**config.mk**
```make
export PLATFORM = sky130hd
export DESIGN_NAME = adder_stream_flat
export DESIGN_NICKNAME = d
export VERILOG_FILES = /design/src/rtl/adder_stream_if.sv /design/src/rtl/adder_stream.sv /design/src/flat_wrapper.sv
export SDC_FILE = /design/constraint.sdc
export NUM_CORES = 1
export LEC_CHECK = 0
export ABC_CLOCK_PERIOD_IN_PS = 4800
export CAP_MARGIN = 20
export CORE_ASPECT_RATIO = 1.25
export CORE_UTILIZATION = 64
export CTS_BUF_LIST = sky130_fd_sc_hd__clkbuf_2 sky130_fd_sc_hd__clkbuf_4 sky130_fd_sc_hd__clkbuf_8
export DETAILED_ROUTE_END_ITERATION = 10
export PLACE_DENSITY = 0.88
export SYNTH_ARGS = -nofsm -noshare
export SYNTH_HDL_FRONTEND = slang
export SYNTH_SLANG_ARGS = --single-unit
```
**constraint.sdc**
```tcl
create_clock -name clk -period 4.8 [get_ports clk]
set_input_delay 0.72 -clock clk [delete_from_list [all_inputs] [get_ports clk]]
set_output_delay 0.72 -clock clk [all_outputs]
set_load 0.02 [all_outputs]
```
**src/rtl/adder_stream_if.sv**
```systemverilog
// Purpose: handshake bundle between an operation producer, adder_stream and a result consumer.
// Latency: none (wires only).
// Backpressure: in_ready/out_ready carry the valid-ready flow control in each direction.
// Ports: in_* = operation request, out_* = result at FIFO head, count/state = occupancy status.
interface adder_stream_if #(
    parameter int WIDTH = 8,
    parameter int DEPTH = 4
);
    localparam int CW = $clog2(DEPTH + 1);

    logic             in_valid;
    logic             in_ready;
    logic [WIDTH-1:0] in_a;
    logic [WIDTH-1:0] in_b;
    logic [1:0]       in_op;
    logic             out_valid;
    logic             out_ready;
    logic [WIDTH:0]   out_data;
    logic             out_ovf;
    logic [CW-1:0]    count;
    logic [1:0]       state;

    // Producer/consumer side (drives requests and out_ready).
    modport master (
        output in_valid, in_a, in_b, in_op, out_ready,
        input  in_ready, out_valid, out_data, out_ovf, count, state
    );

    // Block side.
    modport slave (
        input  in_valid, in_a, in_b, in_op, out_ready,
        output in_ready, out_valid, out_data, out_ovf, count, state
    );
endinterface

```
**src/rtl/adder_stream.sv**
```systemverilog
// Purpose: generic synchronous FIFO with occupancy count; head word reads as zero when empty.
// Latency: a word pushed on an edge is visible at the head after that edge.
// Backpressure: pushes beyond capacity (without a same-cycle pop) and pops when empty are dropped.
// Ports: clk/rst, push/push_dat write side, pop/pop_dat read side, count occupancy.
module adder_stream_fifo #(
    parameter int DW    = 8,
    parameter int DEPTH = 4
) (
    input  logic                       clk,
    input  logic                       rst,
    input  logic                       push,
    input  logic [DW-1:0]              push_dat,
    input  logic                       pop,
    output logic [DW-1:0]              pop_dat,
    output logic [$clog2(DEPTH+1)-1:0] count
);
    localparam int AW = $clog2(DEPTH);
    localparam int CW = $clog2(DEPTH + 1);
    localparam logic [CW-1:0] FULL_CNT = CW'(DEPTH);

    logic [DW-1:0] mem [DEPTH];
    logic [AW-1:0] wr_ptr;
    logic [AW-1:0] rd_ptr;
    logic          empty;
    logic          full;
    logic          do_push;
    logic          do_pop;

    assign empty   = (count == '0);
    assign full    = (count == FULL_CNT);
    assign do_pop  = pop && !empty && !rst;
    // A full FIFO still takes a word when the head leaves on the same edge.
    assign do_push = push && !rst && (!full || do_pop);

    // Zeroing the head when empty keeps the output quiet after reset without resetting storage.
    assign pop_dat = empty ? '0 : mem[rd_ptr];

    always_ff @(posedge clk) begin
        if (do_push) begin
            mem[wr_ptr] <= push_dat;
        end
    end

    // DEPTH is a power of two, so natural pointer rollover is the modulo-DEPTH wrap.
    always_ff @(posedge clk or posedge rst) begin
        if (rst) begin
            wr_ptr <= '0;
            rd_ptr <= '0;
            count  <= '0;
        end else begin
            if (do_push) begin
                wr_ptr <= wr_ptr + AW'(1);
            end
            if (do_pop) begin
                rd_ptr <= rd_ptr + AW'(1);
            end
            case ({do_push, do_pop})
                2'b10:   count <= count + CW'(1);
                2'b01:   count <= count - CW'(1);
                default: count <= count;
            endcase
        end
    end
endmodule

// Purpose: streaming ADD/SUB/ACC/CLR unit; every accepted operation enqueues one result+overflow flag.
// Latency: 1 cycle from acceptance edge to out_valid; results leave in acceptance order.
// Backpressure: in_ready drops when the result FIFO is full unless out_ready frees the head this cycle.
// Ports: clk, rst (async active-high), bus (adder_stream_if.slave: in_*, out_*, count, state).
module adder_stream #(
    parameter int WIDTH = 8,
    parameter int DEPTH = 4
) (
    input  logic          clk,
    input  logic          rst,
    adder_stream_if.slave bus
);
    localparam int CW = $clog2(DEPTH + 1);
    localparam logic [CW-1:0] FULL_CNT = CW'(DEPTH);

    typedef enum logic [1:0] {
        ST_EMPTY   = 2'b00,
        ST_PARTIAL = 2'b01,
        ST_FULL    = 2'b10
    } state_t;

    typedef enum logic [1:0] {
        OP_ADD = 2'b00,
        OP_SUB = 2'b01,
        OP_ACC = 2'b10,
        OP_CLR = 2'b11
    } op_t;

    typedef struct packed {
        logic           ovf;
        logic [WIDTH:0] dat;
    } res_t;

    logic             push;
    logic             pop;
    logic [CW-1:0]    cnt;
    logic [CW-1:0]    cnt_nxt;
    res_t             res_d;
    res_t             head;
    logic [WIDTH:0]   acc_q;
    logic [WIDTH:0]   acc_d;
    logic [WIDTH+1:0] acc_sum;
    state_t           state_q;
    state_t           state_d;

    // ---------------- handshake ----------------
    assign pop          = (cnt != '0) && bus.out_ready;
    assign bus.in_ready = !rst && ((cnt < FULL_CNT) || bus.out_ready);
    assign push         = bus.in_valid && bus.in_ready;

    // ---------------- datapath ----------------
    // One extra bit above the accumulator exposes the wrap for the ACC overflow flag.
    assign acc_sum = {1'b0, acc_q} + {2'b00, bus.in_a};

    always_comb begin
        res_d = '0;
        acc_d = acc_q;
        case (bus.in_op)
            OP_ADD: begin
                res_d.dat = {1'b0, bus.in_a} + {1'b0, bus.in_b};
            end
            OP_SUB: begin
                res_d.dat = {1'b0, bus.in_a} - {1'b0, bus.in_b};
                res_d.ovf = (bus.in_a < bus.in_b);
            end
            OP_ACC: begin
                acc_d     = acc_sum[WIDTH:0];
                res_d.dat = acc_sum[WIDTH:0];
                res_d.ovf = acc_sum[WIDTH+1];
            end
            OP_CLR: begin
                acc_d = '0;
            end
            default: begin
                res_d = '0;
            end
        endcase
    end

    // acc_d equals acc_q for ADD/SUB, so only accepted ACC/CLR move it.
    always_ff @(posedge clk or posedge rst) begin
        if (rst) begin
            acc_q <= '0;
        end else if (push) begin
            acc_q <= acc_d;
        end
    end

    // ---------------- result FIFO ----------------
    adder_stream_fifo #(
        .DW    ($bits(res_t)),
        .DEPTH (DEPTH)
    ) u_fifo (
        .clk      (clk),
        .rst      (rst),
        .push     (push),
        .push_dat (res_d),
        .pop      (pop),
        .pop_dat  (head),
        .count    (cnt)
    );

    // ---------------- occupancy FSM ----------------
    // Tracks the same next count as the FIFO so state moves on the same edge as count.
    always_comb begin
        cnt_nxt = cnt;
        case ({push, pop})
            2'b10:   cnt_nxt = cnt + CW'(1);
            2'b01:   cnt_nxt = cnt - CW'(1);
            default: cnt_nxt = cnt;
        endcase
    end

    always_comb begin
        state_d = state_q;
        case (state_q)
            ST_EMPTY: begin
                // DEPTH >= 2, so a single push can never fill the FIFO.
                if (push) begin
                    state_d = ST_PARTIAL;
                end
            end
            ST_PARTIAL: begin
                if (cnt_nxt == '0) begin
                    state_d = ST_EMPTY;
                end else if (cnt_nxt == FULL_CNT) begin
                    state_d = ST_FULL;
                end
            end
            ST_FULL: begin
                if (pop && !push) begin
                    state_d = ST_PARTIAL;
                end
            end
            default: begin
                state_d = ST_EMPTY;
            end
        endcase
    end

    always_ff @(posedge clk or posedge rst) begin
        if (rst) begin
            state_q <= ST_EMPTY;
        end else begin
            state_q <= state_d;
        end
    end

    // ---------------- outputs ----------------
    assign bus.out_valid = (cnt != '0);
    assign bus.out_data  = head.dat;
    assign bus.out_ovf   = head.ovf;
    assign bus.count     = cnt;
    assign bus.state     = state_q;
endmodule

```
**src/flat_wrapper.sv**
```systemverilog
// flat-port wrapper written by rule: the top's interface ports become plain ports
module adder_stream_flat 
#(
    parameter int WIDTH = 8,
    parameter int DEPTH = 4
)
  (clk, rst, bus_in_valid, bus_in_a, bus_in_b, bus_in_op, bus_out_ready, bus_in_ready, bus_out_valid, bus_out_data, bus_out_ovf, bus_count, bus_state);
  adder_stream_if #(.WIDTH(WIDTH), .DEPTH(DEPTH)) bus_i ();
  input  logic clk;
  input  logic rst;
  input wire logic [$bits(bus_i.in_valid)-1:0] bus_in_valid;
  input wire logic [$bits(bus_i.in_a)-1:0] bus_in_a;
  input wire logic [$bits(bus_i.in_b)-1:0] bus_in_b;
  input wire logic [$bits(bus_i.in_op)-1:0] bus_in_op;
  input wire logic [$bits(bus_i.out_ready)-1:0] bus_out_ready;
  output wire logic [$bits(bus_i.in_ready)-1:0] bus_in_ready;
  output wire logic [$bits(bus_i.out_valid)-1:0] bus_out_valid;
  output wire logic [$bits(bus_i.out_data)-1:0] bus_out_data;
  output wire logic [$bits(bus_i.out_ovf)-1:0] bus_out_ovf;
  output wire logic [$bits(bus_i.count)-1:0] bus_count;
  output wire logic [$bits(bus_i.state)-1:0] bus_state;
  assign bus_i.in_valid = bus_in_valid;
  assign bus_i.in_a = bus_in_a;
  assign bus_i.in_b = bus_in_b;
  assign bus_i.in_op = bus_in_op;
  assign bus_i.out_ready = bus_out_ready;
  assign bus_in_ready = bus_i.in_ready;
  assign bus_out_valid = bus_i.out_valid;
  assign bus_out_data = bus_i.out_data;
  assign bus_out_ovf = bus_i.out_ovf;
  assign bus_count = bus_i.count;
  assign bus_state = bus_i.state;
  adder_stream #(.WIDTH(WIDTH), .DEPTH(DEPTH)) u_core (.clk(clk), .rst(rst), .bus(bus_i));
endmodule
```
==> run metrics, run 1 <==
syn nets 411; vias per cell 6.14; main combinational cell family by area after synthesis compound AO/OA/AOI/OAI gates; register area 0.00165 mm^2; Clock Latency Late Sink 0.34 ns; internal power 0.00149 W; RR Startpoint u_core.u_fifo.count[0]$_DFFE_PP0P_; R2R cell count 11; H-tree Lvls 3; largest incremental delay on the critical path 0.80 ns; Total Routing Usage GR 28.1%; multi-input logic area 0.00204 mm^2; Leak Pwr 1.81 nW; Post-CTS Hold Buffers 0; Final Skew 0.00718 ns; Synth area leaders edfxtp_1 31%, ha_1 12%, dfrtp_1 12%; XOR/XNOR share of the synthesized area 3.38%; CTS tree done; area grow syn2layout 15.7%; initial core utilization 66.8%; Die X 71.7 um; DRT antenna net count 0; cts repair resizes 0; clock network fraction of total power 20.5%; Worst-path clk slew 0.06 ns; Yosys Warn Count 0; Setup violations, final 0; result of the run complete, no violations; 1st-pass router iterations 5; worst-path maximum fanout 12; Syn Area/Cell 11.1 um^2; RSZ-0062 raised after global routing false; Pwr Density 524 mW/mm^2; clk root buf clkbuf_8; Worst EP required 4.08 ns; Final Hold Vio Count 0; largest net degree at the start of global routing 22; setup TNS 0 ns; cell taking the most area after synthesis edfxtp_1; worst path bufs/invs 1; diode count 0; max_cap viols 0; share of the synthesized area in the top cell type 30.9%; Worst Hold Class reg2reg; vias 2808; IO Pins 39; CP Data Arrival Time 2.43 ns; WHS Path Cells 1; vias in the first global route 2735; placed insts 441; P_sw 0.000870 W; post-synthesis register bit count 58; post-route minimum period 3.15 ns; switching share of power 36.9%; worst slew pin tran 0.826 ns; Critical Path Source Type flip-flop; IO buf count 38; WP depth 3; nature of the critical path endpoint output pin; GPL Wtd Cong 0.876; first-pass GRT wire length 13200 um; Synth Area in Adders 13.4%; filler instances 393; Crit Path Category reg2out; crit share post-route 65.7%; Async SR Flop Fraction 31.0%; Max rail drop VDD 0.267 mV; # rows 31; EDFF count, synth 40; Layout Cells excl Fill 457; clk buf depth 2; Seq/Total Area, Yosys 42.5%; count of cell types in the netlist 61; total core area 0.00582 mm^2; kind of cell adding the most delay to the critical path flip-flops; mux cell area share after synthesis 6.34%; CTS buffer count 9; Setup crit start u_core.u_fifo.rd_ptr[0]$_DFFE_PP0P_; wire per inst 18.1 um; die extent in y 89.2 um; Layout Nets 448; share of layout cells above drive strength 1 11.8%; HP Start u_core.bus.state[1]$_DFFE_PP0P_; DRC violations left 0; initial antenna violation count 0; total die area 0.00639 mm^2; clock sinks 58; reg2reg setup slack 2.34 ns; CP Cell Sequence mux4_2 -> and2_1 -> clkdlybuf4s50_1; Final Slew Violations 0; DP HPWL 6010 um; Synth Area in Compound Gates 16.8%; post-synthesis cell area 0.00389 mm^2; worst rel slew slack 45.0%; Synth Instances 349; Synth Flop Type edfxtp_1; total power 0.00236 W; Crit-path slowest cell dfrtp_1; Setup Buffers After CTS 0; DR iter-0 viols 264; grt ovf 0; Total Wirelength 8270 um; fmax 317 MHz; simple-gate portion of the synthesized area 12.6%; combinational cell fraction of total power 46.6%; part of the power in registers 32.9%
-- metrics by stage --
step / area, um^2 / utilization (%) / hold slack [ns] / setup WS, ns
final: 4500 / 77.3 / 0.503 / 1.65
after global routing: 4500 / 77.3 / 0.527 / 1.53
after CTS: 4500 / 77.3 / 0.511 / 1.61
after detailed placement: 4280 / 73.6 / 0.497 / 1.50
after global placement: 4280 / 73.6 / 0.473 / 1.55
after floorplan: 3890 / - / 0.461 / 2.39
-- logic make-up (layout without fill, tap and decap cells) --
kind of cell             count (synthesis)  in the layout
AO/OA/AOI/OAI                           90             90
XOR/XNOR                                15             15
adder cells (fa/ha/maj)                 40             40
buffers and inverters                   45             87
flip-flops                              58             58
multiplexers                            12             12
AND/OR/NAND/NOR                         89             89
-- cell usage in the layout, fill, tap and decap left out, drive strengths merged, types with 6 or more instances in the layout --
cell	n
clkdlybuf4s50	38
a21oi	17
o21a	6
o31ai	7
mux4	10
xnor2	11
nor2	17
and2	11
nor2b	7
ha	37
edfxtp	40
clkbuf	10
nor3	10
inv	33
dfrtp	18
nand2	18
o21bai	6
nand2b	11
o21ai	20
-- Yosys cell counts, types with 2 or more instances --
library cell and instances:
a21boi_0 2, a21oi_1 15, a221oi_1 2, a22o_1 5
a22oi_1 3, a2bb2oi_1 2, a31oi_1 2, and2_1 11
and3_1 4, buf_2 3, buf_6 2, clkbuf_1 5
dfrtp_1 18, edfxtp_1 40, fa_1 3, ha_1 37
inv_1 31, mux4_2 10, nand2_1 17, nand2b_1 11
nand3_1 4, nand3b_1 3, nor2_1 14, nor2_2 2
nor2b_1 6, nor3_1 9, o211ai_1 3, o21a_1 6
o21ai_0 16, o21ai_1 2, o21ai_2 2, o21bai_1 6
o22ai_1 4, o31a_1 2, o31ai_1 3, o31ai_2 4
or3_1 3, xnor2_1 11, xor2_1 4
-- sequential cells by signal, indices dropped and copies added, names as in the netlist --
name and cells:
u_core.u_fifo.wr_ptr 2, u_core.u_fifo.count 3, u_core.bus.state 2, u_core.u_fifo.mem 40, u_core.acc_q 9, u_core.u_fifo.rd_ptr 2
-- power by group through the flow --
stage | clock, W | combinational, W | sequential (W)
global route | 0.000511 | 0.00120 | 0.000789
detailed placement | 0 | 0.00109 | 0.000781
finish | 0.000484 | 0.00110 | 0.000775
global placement | 0 | 0.00105 | 0.000773
floorplan | 0 | 0.000785 | 0.000742
CTS | 0.000487 | 0.00110 | 0.000774
-- layer usage --
layer / routed length, um / global-route usage, %
met3: 453 / 6.31
met1: 3300 / 33.7
met2: 4350 / 49.8
met4: 168 / 10.9
met5: 0 / 0
-- final cells by class --
cell class,count,share of cell area [%]
Tap cell,66,1.84
Sequential cell,58,36.7
Inverter,33,2.81
Multi-Input combinational cell,246,45.4
Clock inverter,6,1.84
Clock buffer,10,2.92
Timing Repair Buffer,38,8.46
-- worst reg2reg max path: cells and delay by family (launching register included) --
kind	cells	cell delay [ns]
buffers and inverters	2	0.23
muxes	2	0.39
AOI/OAI and AO/OA	3	0.37
adders and majority gates	2	0.48
and+or+nand+nor	2	0.49
DFF	1	0.45
-- final timing paths --
check | end
setup reg to reg | u_core.bus.state[0]$_DFFE_PP0P_
hold reg to reg | u_core.bus.state[0]$_DFFE_PP0P_
min in group asynchronous | u_core.u_fifo.count[1]$_DFFE_PP0P_
hold / removal | u_core.bus.state[0]$_DFFE_PP0P_
max in group asynchronous | u_core.u_fifo.wr_ptr[0]$_DFFE_PP0P_
setup / recovery | bus_out_data[3]
(Power assumes the default switching activity.)
==> run 2: changes to the inputs <==
- ABC_CLOCK_PERIOD_IN_PS: 4800 -> 3000
- CORE_UTILIZATION: 64 -> 59
- PLACE_DENSITY: 0.88 -> 0.82
- clock period: 4.8 -> 3 ns (I/O delays scaled with it)
==> run 2 against run 1 <==
Against the previous run: setup slack worse by 1.3 ns; wire length is 4.5% lower; sequential power increased by 54%; utilization shrank 5.3 points; power up 53%; sequential share of layout area shrank 0.24 points; critical path type unchanged; critical endpoint is now bus_out_data[2]; largest power group unchanged; highest routed layer unchanged.
==> run metrics, run 2 (synthesis results as in run 1) <==
result of the run complete, no violations (unchanged); M1 GR Usage 30.6% (was 33.7%); largest incremental delay on the critical path 0.61 ns (was 0.80 ns); cts repair resizes 0 (unchanged); Top reg by flops u_core.u_fifo.mem (unchanged); die extent in y 92.8 um (was 89.2 um); vias 2814 (was 2808); Final Skew 0.00980 ns (was 0.00718 ns); H-tree Lvls 3 (unchanged); Leak Pwr 1.81 nW (about the same); Largest regs u_core.u_fifo.mem (40), u_core.acc_q (9), u_core.u_fifo.count (3) (unchanged); worst rel slew slack 47.2% (was 45.0%); placed insts 466 (was 441); Crit-path slowest cell clkdlybuf4s50_1 (was dfrtp_1); total die area 0.00692 mm^2 (was 0.00639 mm^2); Max rail drop VDD 0.412 mV (was 0.267 mV); grt ovf 0 (unchanged); Critical Path Source Type flip-flop (unchanged); M3 GR Usage 4.24% (was 6.31%); Pwr Density 799 mW/mm^2 (was 524 mW/mm^2); CP Cell Sequence inv_1 -> ha_1 -> nand2b_1 -> and2_1 -> clkdlybuf4s50_1 (was mux4_2 -> and2_1 -> clkdlybuf4s50_1); Clock Latency Late Sink 0.33 ns (was 0.34 ns); Layout Cells excl Fill 482 (was 457); clock sinks 58 (unchanged); GRT busiest layer met2 (unchanged); worst-path maximum fanout 12 (unchanged); wire per inst 16.4 um (was 18.1 um); Post-CTS Hold Buffers 0 (unchanged); Setup Buffers After CTS 0 (unchanged); Total Wirelength 7890 um (was 8270 um); clk buf depth 2 (unchanged); share of layout cells above drive strength 1 13.1% (was 11.8%); M2 GR Usage 43.2% (was 49.8%); most common cell after layout, fill and taps aside edfxtp_1 (unchanged); Final Hold Vio Count 0 (unchanged); first-pass GRT wire length 12900 um (was 13200 um); vias in the first global route 2822 (was 2735); RSZ-0062 raised after global routing false (unchanged); Layout Nets 454 (was 448); Worst Hold Class reg2reg (unchanged); Die X 74.6 um (was 71.7 um); Crit Path Category reg2out (unchanged); Worst EP required 2.55 ns (was 4.08 ns); DR iter-0 viols 109 (was 264); Total Routing Usage GR 25.1% (was 28.1%); fmax 373 MHz; diode count 0 (unchanged); # rows 32 (was 31); total core area 0.00629 mm^2 (was 0.00582 mm^2); nature of the critical path endpoint output pin (unchanged); worst slew pin tran 0.791 ns (was 0.826 ns); post-route minimum period 2.68 ns; GPL Wtd Cong 0.898 (was 0.876); max_cap viols 0 (unchanged); vias per cell 5.84 (was 6.14); CTS tree done (unchanged); total power 0.00362 W (was 0.00236 W); 1st-pass router iterations 4 (was 5); DRC violations left 0 (unchanged); max reg flops 40 (unchanged); DRT antenna net count 0 (unchanged); IO Pins 39 (unchanged); CP Data Arrival Time 2.23 ns (was 2.43 ns); DP HPWL 5990 um (was 6010 um); Worst-path clk slew 0.07 ns (was 0.06 ns); clk root buf clkbuf_8 (unchanged); Setup violations, final 0 (unchanged); largest net degree at the start of global routing 21 (was 22); CTS buffer count 9 (unchanged); most frequent cells in the layout 40 x edfxtp_1, 38 x clkdlybuf4s50_1, 37 x ha_1 (unchanged); IO buf count 38 (unchanged); crit share post-route 89.4%; initial core utilization 61.9% (was 66.8%); initial antenna violation count 0 (unchanged); area grow syn2layout 16.4% (was 15.7%); Final Slew Violations 0 (unchanged); setup TNS 0 ns (unchanged)
==> run 2: cell types whose count changed in the layout (fill, tap and decap cells not counted) <==
cell / delta
buf_4: +6
bufinv_16: -2
clkbuf_8: +1
clkinvlp_4: +1
==> run 2: final timing paths <==
kind	start	to	slack (ns)	depth (start not counted)
max	u_core.u_fifo.count[0]$_DFFE_PP0P_	bus_out_data[2]	0.32	5
min	u_core.acc_q[2]$_DFFE_PP0P_	u_core.acc_q[2]$_DFFE_PP0P_	0.50	2
max reg2reg	u_core.u_fifo.count[0]$_DFFE_PP0P_	u_core.bus.state[0]$_DFFE_PP0P_	0.55	11
min reg2reg	u_core.acc_q[2]$_DFFE_PP0P_	u_core.acc_q[2]$_DFFE_PP0P_	0.50	2
max in group asynchronous	rst	u_core.acc_q[6]$_DFFE_PP0P_	1.71	2
min in group asynchronous	rst	u_core.acc_q[3]$_DFFE_PP0P_	0.79	2
==> run 2: area by class of cell <==
cell class	count	area, um^2
multi-input combinational	246	2040
fill	471	1760
sequential	58	1650
timing repair buffer	44	425
clock buffer	11	145
inverter	33	126
tap	85	106
clock inverter	5	30.0
==> run 2: worst max-delay path, delay by kind of cell, from the launching register on <==
| family | cells | cell delay (ns) |
|---|---|---|
| buffers and inverters | 2 | 0.73 |
| AND/OR/NAND/NOR | 2 | 0.50 |
| flip-flops | 1 | 0.47 |
| adder cells (fa/ha/maj) | 1 | 0.20 |
==> run 2: metrics by stage <==
| step | cell area (um^2) | setup slack [ns] | hold WS (ns) | utilization, % |
|---|---|---|---|---|
| after floorplan | 3890 | 0.859 | 0.389 | - |
| after global placement | 4350 | 0.126 | 0.473 | 69.2 |
| after detailed placement | 4350 | 0.0898 | 0.487 | 69.2 |
| after CTS | 4530 | 0.278 | 0.500 | 72.0 |
| after global routing | 4530 | 0.178 | 0.525 | 72.0 |
| final | 4530 | 0.319 | 0.497 | 72.0 |
==> run 2: routing by layer <==
layer | up-vias | share of wire (%)
met3 | 10 | 3.6
met1 | 1377 | 43
met5 | - | 0
li1 | 1359 | -
met4 | 0 | 1.5
met2 | 68 | 52
==> run 2: where the power goes <==
group	switching, W	internal [W]	leakage, nW
clock network	0.000296	0.000326	0.0885
registers	0.000139	0.00105	0.591
logic	0.000934	0.000871	1.14
